$ cat src/rtl/gshare_checkpoint_predictor.sv
// Gshare branch direction predictor with speculative global history and an in-order
// checkpoint queue; the counter RAM is filled by a sweep after every reset.
module gshare_checkpoint_predictor #(
    parameter int CNT_WIDTH   = 2,
    parameter int CNT_INIT    = 1,
    parameter int INDEX_WIDTH = 10,
    parameter int GHR_WIDTH   = 8,
    parameter int CKPT_DEPTH  = 4,
    localparam int TAGW       = $clog2(CKPT_DEPTH)
) (
    input  logic                 clk,
    input  logic                 rst_n,
    input  logic                 PL_stall,
    input  logic                 pred_req,
    input  logic [31:0]          pred_pc,
    output logic                 pred_ready,
    output logic                 pred_taken,
    output logic [CNT_WIDTH-1:0] pred_count,
    output logic [TAGW-1:0]      pred_tag,
    input  logic                 resolve_en,
    input  logic [TAGW-1:0]      resolve_tag,
    input  logic                 resolve_taken,
    input  logic                 resolve_mispredict,
    output logic                 busy_init,
    output logic                 proto_err
);

    typedef enum logic [0:0] {ST_INIT = 1'b0, ST_RUN = 1'b1} state_e;

    localparam logic [TAGW:0] FULL_C = (TAGW+1)'(CKPT_DEPTH);

    function automatic logic [CNT_WIDTH-1:0] sat_update(input logic [CNT_WIDTH-1:0] cnt,
                                                        input logic up);
        if (up) begin
            return (cnt == {CNT_WIDTH{1'b1}}) ? cnt : cnt + CNT_WIDTH'(1);
        end else begin
            return (cnt == {CNT_WIDTH{1'b0}}) ? cnt : cnt - CNT_WIDTH'(1);
        end
    endfunction

    state_e                 state_r;
    logic [INDEX_WIDTH-1:0] sweep_idx_r;
    logic [GHR_WIDTH-1:0]   ghr_r;
    logic [TAGW-1:0]        head_r;
    logic [TAGW-1:0]        tail_r;
    logic [TAGW:0]          occ_r;
    logic                   proto_err_r;
    logic [INDEX_WIDTH-1:0] slot_idx_r [CKPT_DEPTH];
    logic [CNT_WIDTH-1:0]   slot_cnt_r [CKPT_DEPTH];
    logic [GHR_WIDTH-1:0]   slot_ghr_r [CKPT_DEPTH];
    logic [CNT_WIDTH-1:0]   table_r    [2**INDEX_WIDTH];

    logic                   run_s;
    logic [INDEX_WIDTH-1:0] index_s;
    logic [CNT_WIDTH-1:0]   rd_cnt_s;
    logic                   ready_s;
    logic                   accept_s;
    logic                   res_valid_s;
    logic                   tbl_we_s;
    logic [INDEX_WIDTH-1:0] tbl_widx_s;
    logic [CNT_WIDTH-1:0]   tbl_wdata_s;
    logic                   unused_pc_s;

    assign unused_pc_s = ^{pred_pc[31:INDEX_WIDTH+2], pred_pc[1:0]};
    assign run_s       = (state_r == ST_RUN);
    assign index_s     = pred_pc[INDEX_WIDTH+1:2] ^ INDEX_WIDTH'(ghr_r);
    assign rd_cnt_s    = table_r[index_s];
    // A mispredict rewinds history this cycle, so no new lookup may use the stale GHR.
    assign ready_s     = run_s && (occ_r < FULL_C) && !(resolve_en && resolve_mispredict);
    assign accept_s    = pred_req && ready_s && !PL_stall;
    assign res_valid_s = run_s && resolve_en && (occ_r != {(TAGW+1){1'b0}})
                         && (resolve_tag == head_r);

    assign pred_ready  = ready_s;
    assign pred_taken  = run_s ? rd_cnt_s[CNT_WIDTH-1] : 1'b0;
    assign pred_count  = run_s ? rd_cnt_s : {CNT_WIDTH{1'b0}};
    assign pred_tag    = run_s ? tail_r : {TAGW{1'b0}};
    assign busy_init   = (state_r == ST_INIT);
    assign proto_err   = proto_err_r;

    // Single counter write port shared by the init sweep and branch resolution.
    always_comb begin
        tbl_we_s    = 1'b0;
        tbl_widx_s  = {INDEX_WIDTH{1'b0}};
        tbl_wdata_s = {CNT_WIDTH{1'b0}};
        if (state_r == ST_INIT) begin
            tbl_we_s    = 1'b1;
            tbl_widx_s  = sweep_idx_r;
            tbl_wdata_s = CNT_WIDTH'(CNT_INIT);
        end else begin
            tbl_we_s    = res_valid_s;
            tbl_widx_s  = slot_idx_r[head_r];
            tbl_wdata_s = sat_update(slot_cnt_r[head_r], resolve_taken);
        end
    end

    // Counter RAM: no reset, contents established by the sweep.
    always_ff @(posedge clk) begin
        if (tbl_we_s) begin
            table_r[tbl_widx_s] <= tbl_wdata_s;
        end
    end

    // Sweep FSM, speculative history and checkpoint queue.
    always_ff @(posedge clk or negedge rst_n) begin
        if (!rst_n) begin
            state_r     <= ST_INIT;
            sweep_idx_r <= {INDEX_WIDTH{1'b0}};
            ghr_r       <= {GHR_WIDTH{1'b0}};
            head_r      <= {TAGW{1'b0}};
            tail_r      <= {TAGW{1'b0}};
            occ_r       <= {(TAGW+1){1'b0}};
            proto_err_r <= 1'b0;
            for (int i = 0; i < CKPT_DEPTH; i++) begin
                slot_idx_r[i] <= {INDEX_WIDTH{1'b0}};
                slot_cnt_r[i] <= {CNT_WIDTH{1'b0}};
                slot_ghr_r[i] <= {GHR_WIDTH{1'b0}};
            end
        end else begin
            case (state_r)
                ST_INIT: begin
                    sweep_idx_r <= sweep_idx_r + INDEX_WIDTH'(1);
                    if (sweep_idx_r == {INDEX_WIDTH{1'b1}}) begin
                        state_r <= ST_RUN;
                    end
                end
                ST_RUN:  state_r <= ST_RUN;
                default: state_r <= ST_INIT;
            endcase

            if (resolve_en && !res_valid_s) begin
                proto_err_r <= 1'b1;
            end

            if (accept_s) begin
                slot_idx_r[tail_r] <= index_s;
                slot_cnt_r[tail_r] <= rd_cnt_s;
                slot_ghr_r[tail_r] <= ghr_r;
            end

            if (res_valid_s && resolve_mispredict) begin
                ghr_r  <= {slot_ghr_r[head_r][GHR_WIDTH-2:0], resolve_taken};
                head_r <= head_r + TAGW'(1);
                tail_r <= head_r + TAGW'(1);
                occ_r  <= {(TAGW+1){1'b0}};
            end else begin
                if (accept_s) begin
                    ghr_r  <= {ghr_r[GHR_WIDTH-2:0], rd_cnt_s[CNT_WIDTH-1]};
                    tail_r <= tail_r + TAGW'(1);
                end
                if (res_valid_s) begin
                    head_r <= head_r + TAGW'(1);
                end
                if (accept_s && !res_valid_s) begin
                    occ_r <= occ_r + (TAGW+1)'(1);
                end else if (!accept_s && res_valid_s) begin
                    occ_r <= occ_r - (TAGW+1)'(1);
                end
            end
        end
    end

endmodule
$ cat config.mk
export PLATFORM = sky130hd
export DESIGN_NAME = gshare_checkpoint_predictor
export DESIGN_NICKNAME = d
export VERILOG_FILES = /design/src/rtl/gshare_checkpoint_predictor.sv
export SDC_FILE = /design/constraint.sdc
export NUM_CORES = 2
export LEC_CHECK = 0
export ABC_CLOCK_PERIOD_IN_PS = 57100
export CORE_ASPECT_RATIO = 1.1
export CORE_UTILIZATION = 50
export CTS_CLUSTER_DIAMETER = 50
export DETAILED_ROUTE_END_ITERATION = 6
export PLACE_DENSITY = 0.73
export SLEW_MARGIN = 30
export SYNTH_ARGS = -nofsm -noshare
export SYNTH_HDL_FRONTEND = slang
export SYNTH_SLANG_ARGS = --single-unit
$ cat constraint.sdc
create_clock -name clk -period 57.1 [get_ports clk]
set_input_delay 11.42 -clock clk [delete_from_list [all_inputs] [get_ports clk]]
set_output_delay 11.42 -clock clk [all_outputs]
set_load 0.01 [all_outputs]
=== Word-level counts from Yosys, hierarchy flattened ===
Memories as Yosys holds them, arrays and structs flattened.
Cells that the tools add are included.

* Flip-flop bits (word level): 107
* Memory bits (writable): 2048
* Input port bits: 41
* Output and inout port bits: 8
* Word-level logic and storage cells: 100
* Memories kept: 1

* Add/subtract/negate cells: 7
* $lt $le $gt $ge: 4
* Eq/ne operators: 3
* Muxes and demuxes: 40
* Bitwise operators: 4
* Reduce and logical (&&, ||, !) cells: 22

{| class="wikitable"
|+ Memory list
! name !! depth !! width !! read ports !! clocked after Yosys merged registers in !! wr ports !! RTL line !! RTL
|-
| table_r || 1024 || 2 || 1 || 0 || 1 || 51 || <nowiki>logic [CNT_WIDTH-1:0] table_r [2**INDEX_WIDTH];</nowiki>
|}

{| class="wikitable"
|+ Operators with widths
! kind !! number
|-
| $bwmux W40 || 1
|-
| $mux W10 || 4
|-
| $bwmux W32 || 1
|-
| $mux W2 || 13
|-
| $mux W8 || 3
|-
| $bmux W10 S2 || 1
|-
| $demux W10 S2 || 1
|-
| $bmux W8 S2 || 1
|-
| $demux W8 S2 || 1
|-
| $mux W7 || 2
|-
| $logic_and A1 B1 Y1 || 13
|-
| $add A10 B1 Y10 const B || 1
|-
| $eq A10 B10 Y1 const B || 1
|-
| $xor A10 B8 Y10 || 1
|-
| $mux W3 || 3
|-
| $bwmux W8 || 1
|-
| $add A2 B1 Y2 const B || 3
|-
| $ge A3 B3 Y1 const B || 2
|-
| $not A2 Y3 || 2
|-
| $reduce_bool A3 Y1 || 2
|-
| $mux W1 || 5
|-
| $bmux W2 S2 || 1
|-
| $demux W2 S2 || 1
|-
| $logic_not A1 Y1 || 4
|-
| 11 further kinds || 12
|}

=== Longest topological paths before layout ===
* Depth after elaboration: 10
* Mapped depth: 16
* Gate-level depth less buffers: 10

=== Least setup slack after synthesis ===
OpenSTA, ideal clock, no wires.

* Path kind: input to register
* Start point: input port resolve_taken
* End point: memory table_r[0][0], data pin
* Data arrival time: 51067 ps
* Slack: -2103 ps
* Stages: 3
* Path buffers: 0
* Cell sequence: nand2_1 > and2_1 > o21ai_0

* Longest elaborated chain between the ends: 2

{| class="wikitable"
|+ Ends and longest elaborated chain
! element !! RTL line !! RTL
|-
| start: declaration || 22 || <nowiki>input logic resolve_taken,</nowiki>
|-
| $mux W2 || 34 || <nowiki>if (up) begin</nowiki>
|-
| $mux W2 || 86 || <nowiki>if (state_r == ST_INIT) begin</nowiki>
|-
| via tbl_wdata_s[0] || 61 || <nowiki>logic [CNT_WIDTH-1:0] tbl_wdata_s;</nowiki>
|-
| end: declaration || 51 ||
|}

The timed path passes the listed nets, and every way through them passes these cells.

=== Final worst setup path ===
* Start point: input port pred_pc[3]
* End point: output port pred_count[0]

* Longest elaborated chain between the ends: 3

{| class="wikitable"
|+ Ends and longest elaborated chain
! element !! RTL line !! RTL
|-
| start: declaration || 15 || <nowiki>input logic [31:0] pred_pc,</nowiki>
|-
| $xor A10 B8 Y10 || 66 || <nowiki>assign index_s = pred_pc[INDEX_WIDTH+1:2] ^ INDEX_WIDTH'(ghr_r);</nowiki>
|-
| $mem_v2 Z1024 W2 || - ||
|-
| $mux W2 || 76 || <nowiki>assign pred_count = run_s ? rd_cnt_s : {CNT_WIDTH{1'b0}};</nowiki>
|-
| end: declaration || 18 || <nowiki>output logic [CNT_WIDTH-1:0] pred_count,</nowiki>
|}

Every way passes these cells.

==> flow_metrics.env <==
export IMPL_status="finished with violations"
export IMPL_violations="design-rule violations"
export IMPL_synth_cell_types=66
export IMPL_dr_pass1_iters=7
export IMPL_grt_remaining_overflow=0
export IMPL_finalHoldViolCount=0
export IMPL_die_h_um=442
export IMPL_ir_worst_vdd_uv=33.6
export IMPL_synth_edf_count=2048
export IMPL_num_vias=51189
export IMPL_antenna_found_initial=11
export IMPL_p_leak_nw=29.8
export IMPL_yosysWarnings=0
export IMPL_rr_startpoint="ghr_r[1]"
export IMPL_final_nets=5289
export IMPL_rr_worst_depth=11
export IMPL_finish_instance_area_sq_um=97300
export IMPL_std_cell_rows=161
export IMPL_ys_seq_area_frac=0.728
export IMPL_synth_ff_type="edfxtp_1"
export IMPL_setup_worst_path_class="primary input to output pin"
export IMPL_postPlaceCellArea_sq_um=91000
export IMPL_grt_pass1_wl_um=350000
export IMPL_final_layout_size_suffix_gt1_frac=0.195
export IMPL_placement_io_buffers=26
export IMPL_m1WireLength_um=84000
export IMPL_finalMaxSlewViolations=0
export IMPL_r2r_end="slot_cnt_r[2]"
export IMPL_syn_inst=5293
export IMPL_wl_met2_um=116000
export IMPL_syn_num_nets=5341
export IMPL_final_common_cell="edfxtp_1"
export IMPL_cts_buffers=197
export IMPL_p_sw_frac=0.210
export IMPL_grt_pass1_vias=50361
export IMPL_setup_tns_ns=0
export IMPL_seqPwrFrac=0.549
export IMPL_crit_start="pred_pc[3]"
export IMPL_netlist_area_sq_um=88000
export IMPL_finalCriticalPeriod_ns=30.02
export IMPL_grt_max_degree=283
export IMPL_max_freq_ghz=0.0333
export IMPL_wl_per_cell_um=32.0
export IMPL_area_delta_synth_final_pct=10.6
export IMPL_worstPathRequired_ns=45.68
export IMPL_worst_slew_pin_transition_ns=1.19
export IMPL_clk_path_buf_depth=3
export IMPL_whs_ns=0.464
export IMPL_intPower_mw=2.45
export IMPL_hp_class="flop to flop"
export IMPL_cts_resized=0
export IMPL_h_tree_depth=4
export IMPL_first_iter_violations=8073
export IMPL_synth_area_per_cell_sq_um=16.6
export IMPL_final_cell_mix="edfxtp_1, nor2_1, mux4_2"
export IMPL_drc=5
export IMPL_cap_violations=0
export IMPL_setup_worst_path_end="pred_count[0]"
export IMPL_top_layer="met5"
export IMPL_switchingPower_mw=0.650
export IMPL_post_dp_hpwl_um=136000
export IMPL_wl_met3_um=31200
export IMPL_fill_cells=13066
export IMPL_max_slew_margin=0.186
export IMPL_design_die_area_sq_um=178000
export IMPL_worstPathArrival_ns=18.60
export IMPL_postCtsSetupBuffers=0
export IMPL_crit_path_end_kind="output pin"
export IMPL_core_area_sq_um=175000
export IMPL_rsz0062_at_grt="no"
export IMPL_tritoncts="done"
export IMPL_r2r_slack_ns=50.34
export IMPL_pwr_share_clk=0.414
export IMPL_critPathLaunchType="primary input"
export IMPL_wl_um=246000
export IMPL_cts_hold_buf=0
export IMPL_synth_seq_cells=2151
export IMPL_dieWidth_um=402
export IMPL_clkLatencyLatePin_ns=0.85
export IMPL_ioPinCount=49
export IMPL_clkTransAtPathRegs_ns=0.06
export IMPL_floorplan_initialDensity=0.503
export IMPL_setup_viol=0
export IMPL_clock_tree_root_cell="clkbuf_16"
export IMPL_async_flop_share=0.0479
export IMPL_routabilityCongestion=0.875
export IMPL_power_density_nw_per_um2=31.8
export IMPL_cts_sinks=2151
export IMPL_globalRouteTotalUtil=0.275
export IMPL_antenna_left=0
export IMPL_finalCritPeriodShare=0.526
export IMPL_fin_worst_skew_ns=0.0345
export IMPL_vias_per_cell=6.66
export IMPL_combPwrFrac=0.037
export IMPL_critPathMaxFanout=59
worst max-delay path, stage by stage:
cell and delay, ns:
clkdlybuf4s50_1 0.63, xor2_4 0.16, buf_4 0.65, buf_4 0.75, buf_4 0.77, buf_4 0.80
mux4_2 0.43, mux4_2 0.56, a2111oi_0 0.71, o32ai_1 0.31, a31oi_2 0.57, nor3_1 0.16
clkdlybuf4s50_1 0.54
cell type report:
cell class	instances	area, sq um	area share
multi-input combinational	2715	22600	0.232
inverter	7	26.3	0.000270
antenna	3	7.51	0.0000772
sequential	2151	64100	0.659
clock inverter	108	928	0.00954
timing repair buffer	169	1570	0.0162
tap	2282	2860	0.0293
clock buffer	249	5270	0.0542
Yosys cell counts, drive strengths merged (49+ instances only):
master / number / share of area
edfxtp: 2048 / 0.70
nor2: 1108 / 0.047
mux4: 490 / 0.13
nand2: 350 / 0.015
clkbuf: 257 / 0.011
buf: 163 / 0.0099
a22oi: 124 / 0.011
nand3: 111 / 0.0063
dfrtp: 103 / 0.029
a21oi: 61 / 0.0035
o21ai: 55 / 0.0031
mux2: 50 / 0.0064
mux2i: 49 / 0.0056
state kept, by name (all words and copies together), names as in the netlist:
signal,flops
table_r,2048
slot_idx_r,40
slot_ghr_r,28
sweep_idx_r,10
ghr_r,8
slot_cnt_r,8
occ_r,3
head_r,2
tail_r,2
proto_err,1
run_s,1
layer usage:
layer | vias to the layer above | track usage
met4 | 16 | 0.133
met2 | 3734 | 0.434
met3 | 729 | 0.0675
li1 | 20399 | -
met1 | 26311 | 0.359
met5 | - | 0
worst min-delay path by stage:
stage	depth (start not counted)	startpoint	end	slack [ns]
after floorplan	2	slot_cnt_r[2]	slot_cnt_r[2]	0.44
after global placement	1	proto_err	proto_err	0.44
after detailed placement	1	proto_err	proto_err	0.45
after CTS	1	proto_err	proto_err	0.46
after global routing	1	proto_err	proto_err	0.49
final	1	proto_err	proto_err	0.46
through the flow:
stage / utilization / power [mW] / std cells / setup WS, ns
final: 0.556 / 3.10 / 7684 / 27.08
after detailed placement: 0.520 / 1.85 / 7320 / 27.28
after global routing: 0.556 / 3.16 / 7682 / 26.97
after CTS: 0.556 / 3.10 / 7677 / 27.22
after floorplan: - / 1.80 / 5293 / 12.73
after global placement: 0.519 / 1.85 / 7318 / 27.00
cells by family (layout without fill, tap and decap cells):
logic type	Yosys count	after routing	share of synthesized area
other cells	0	3	0
flops	2151	2151	0.728
buf+inv	427	533	0.0212
xor+xnor	33	33	0.00337
simple gates	1680	1680	0.0762
mux	589	589	0.137
compound gates	406	406	0.0325
fa+ha+maj	7	7	0.00108
power groups by stage:
stage	Combinational (mW)	Clock [mW]	Sequential, mW
2_1_floorplan	0.0699	0	1.73
3_3_place_gp	0.113	0	1.73
3_5_place_dp	0.113	0	1.73
4_1_cts	0.114	1.29	1.70
5_1_grt	0.118	1.34	1.70
6_report	0.116	1.28	1.70
No activity file was read; power rests on OpenSTA's default activity.
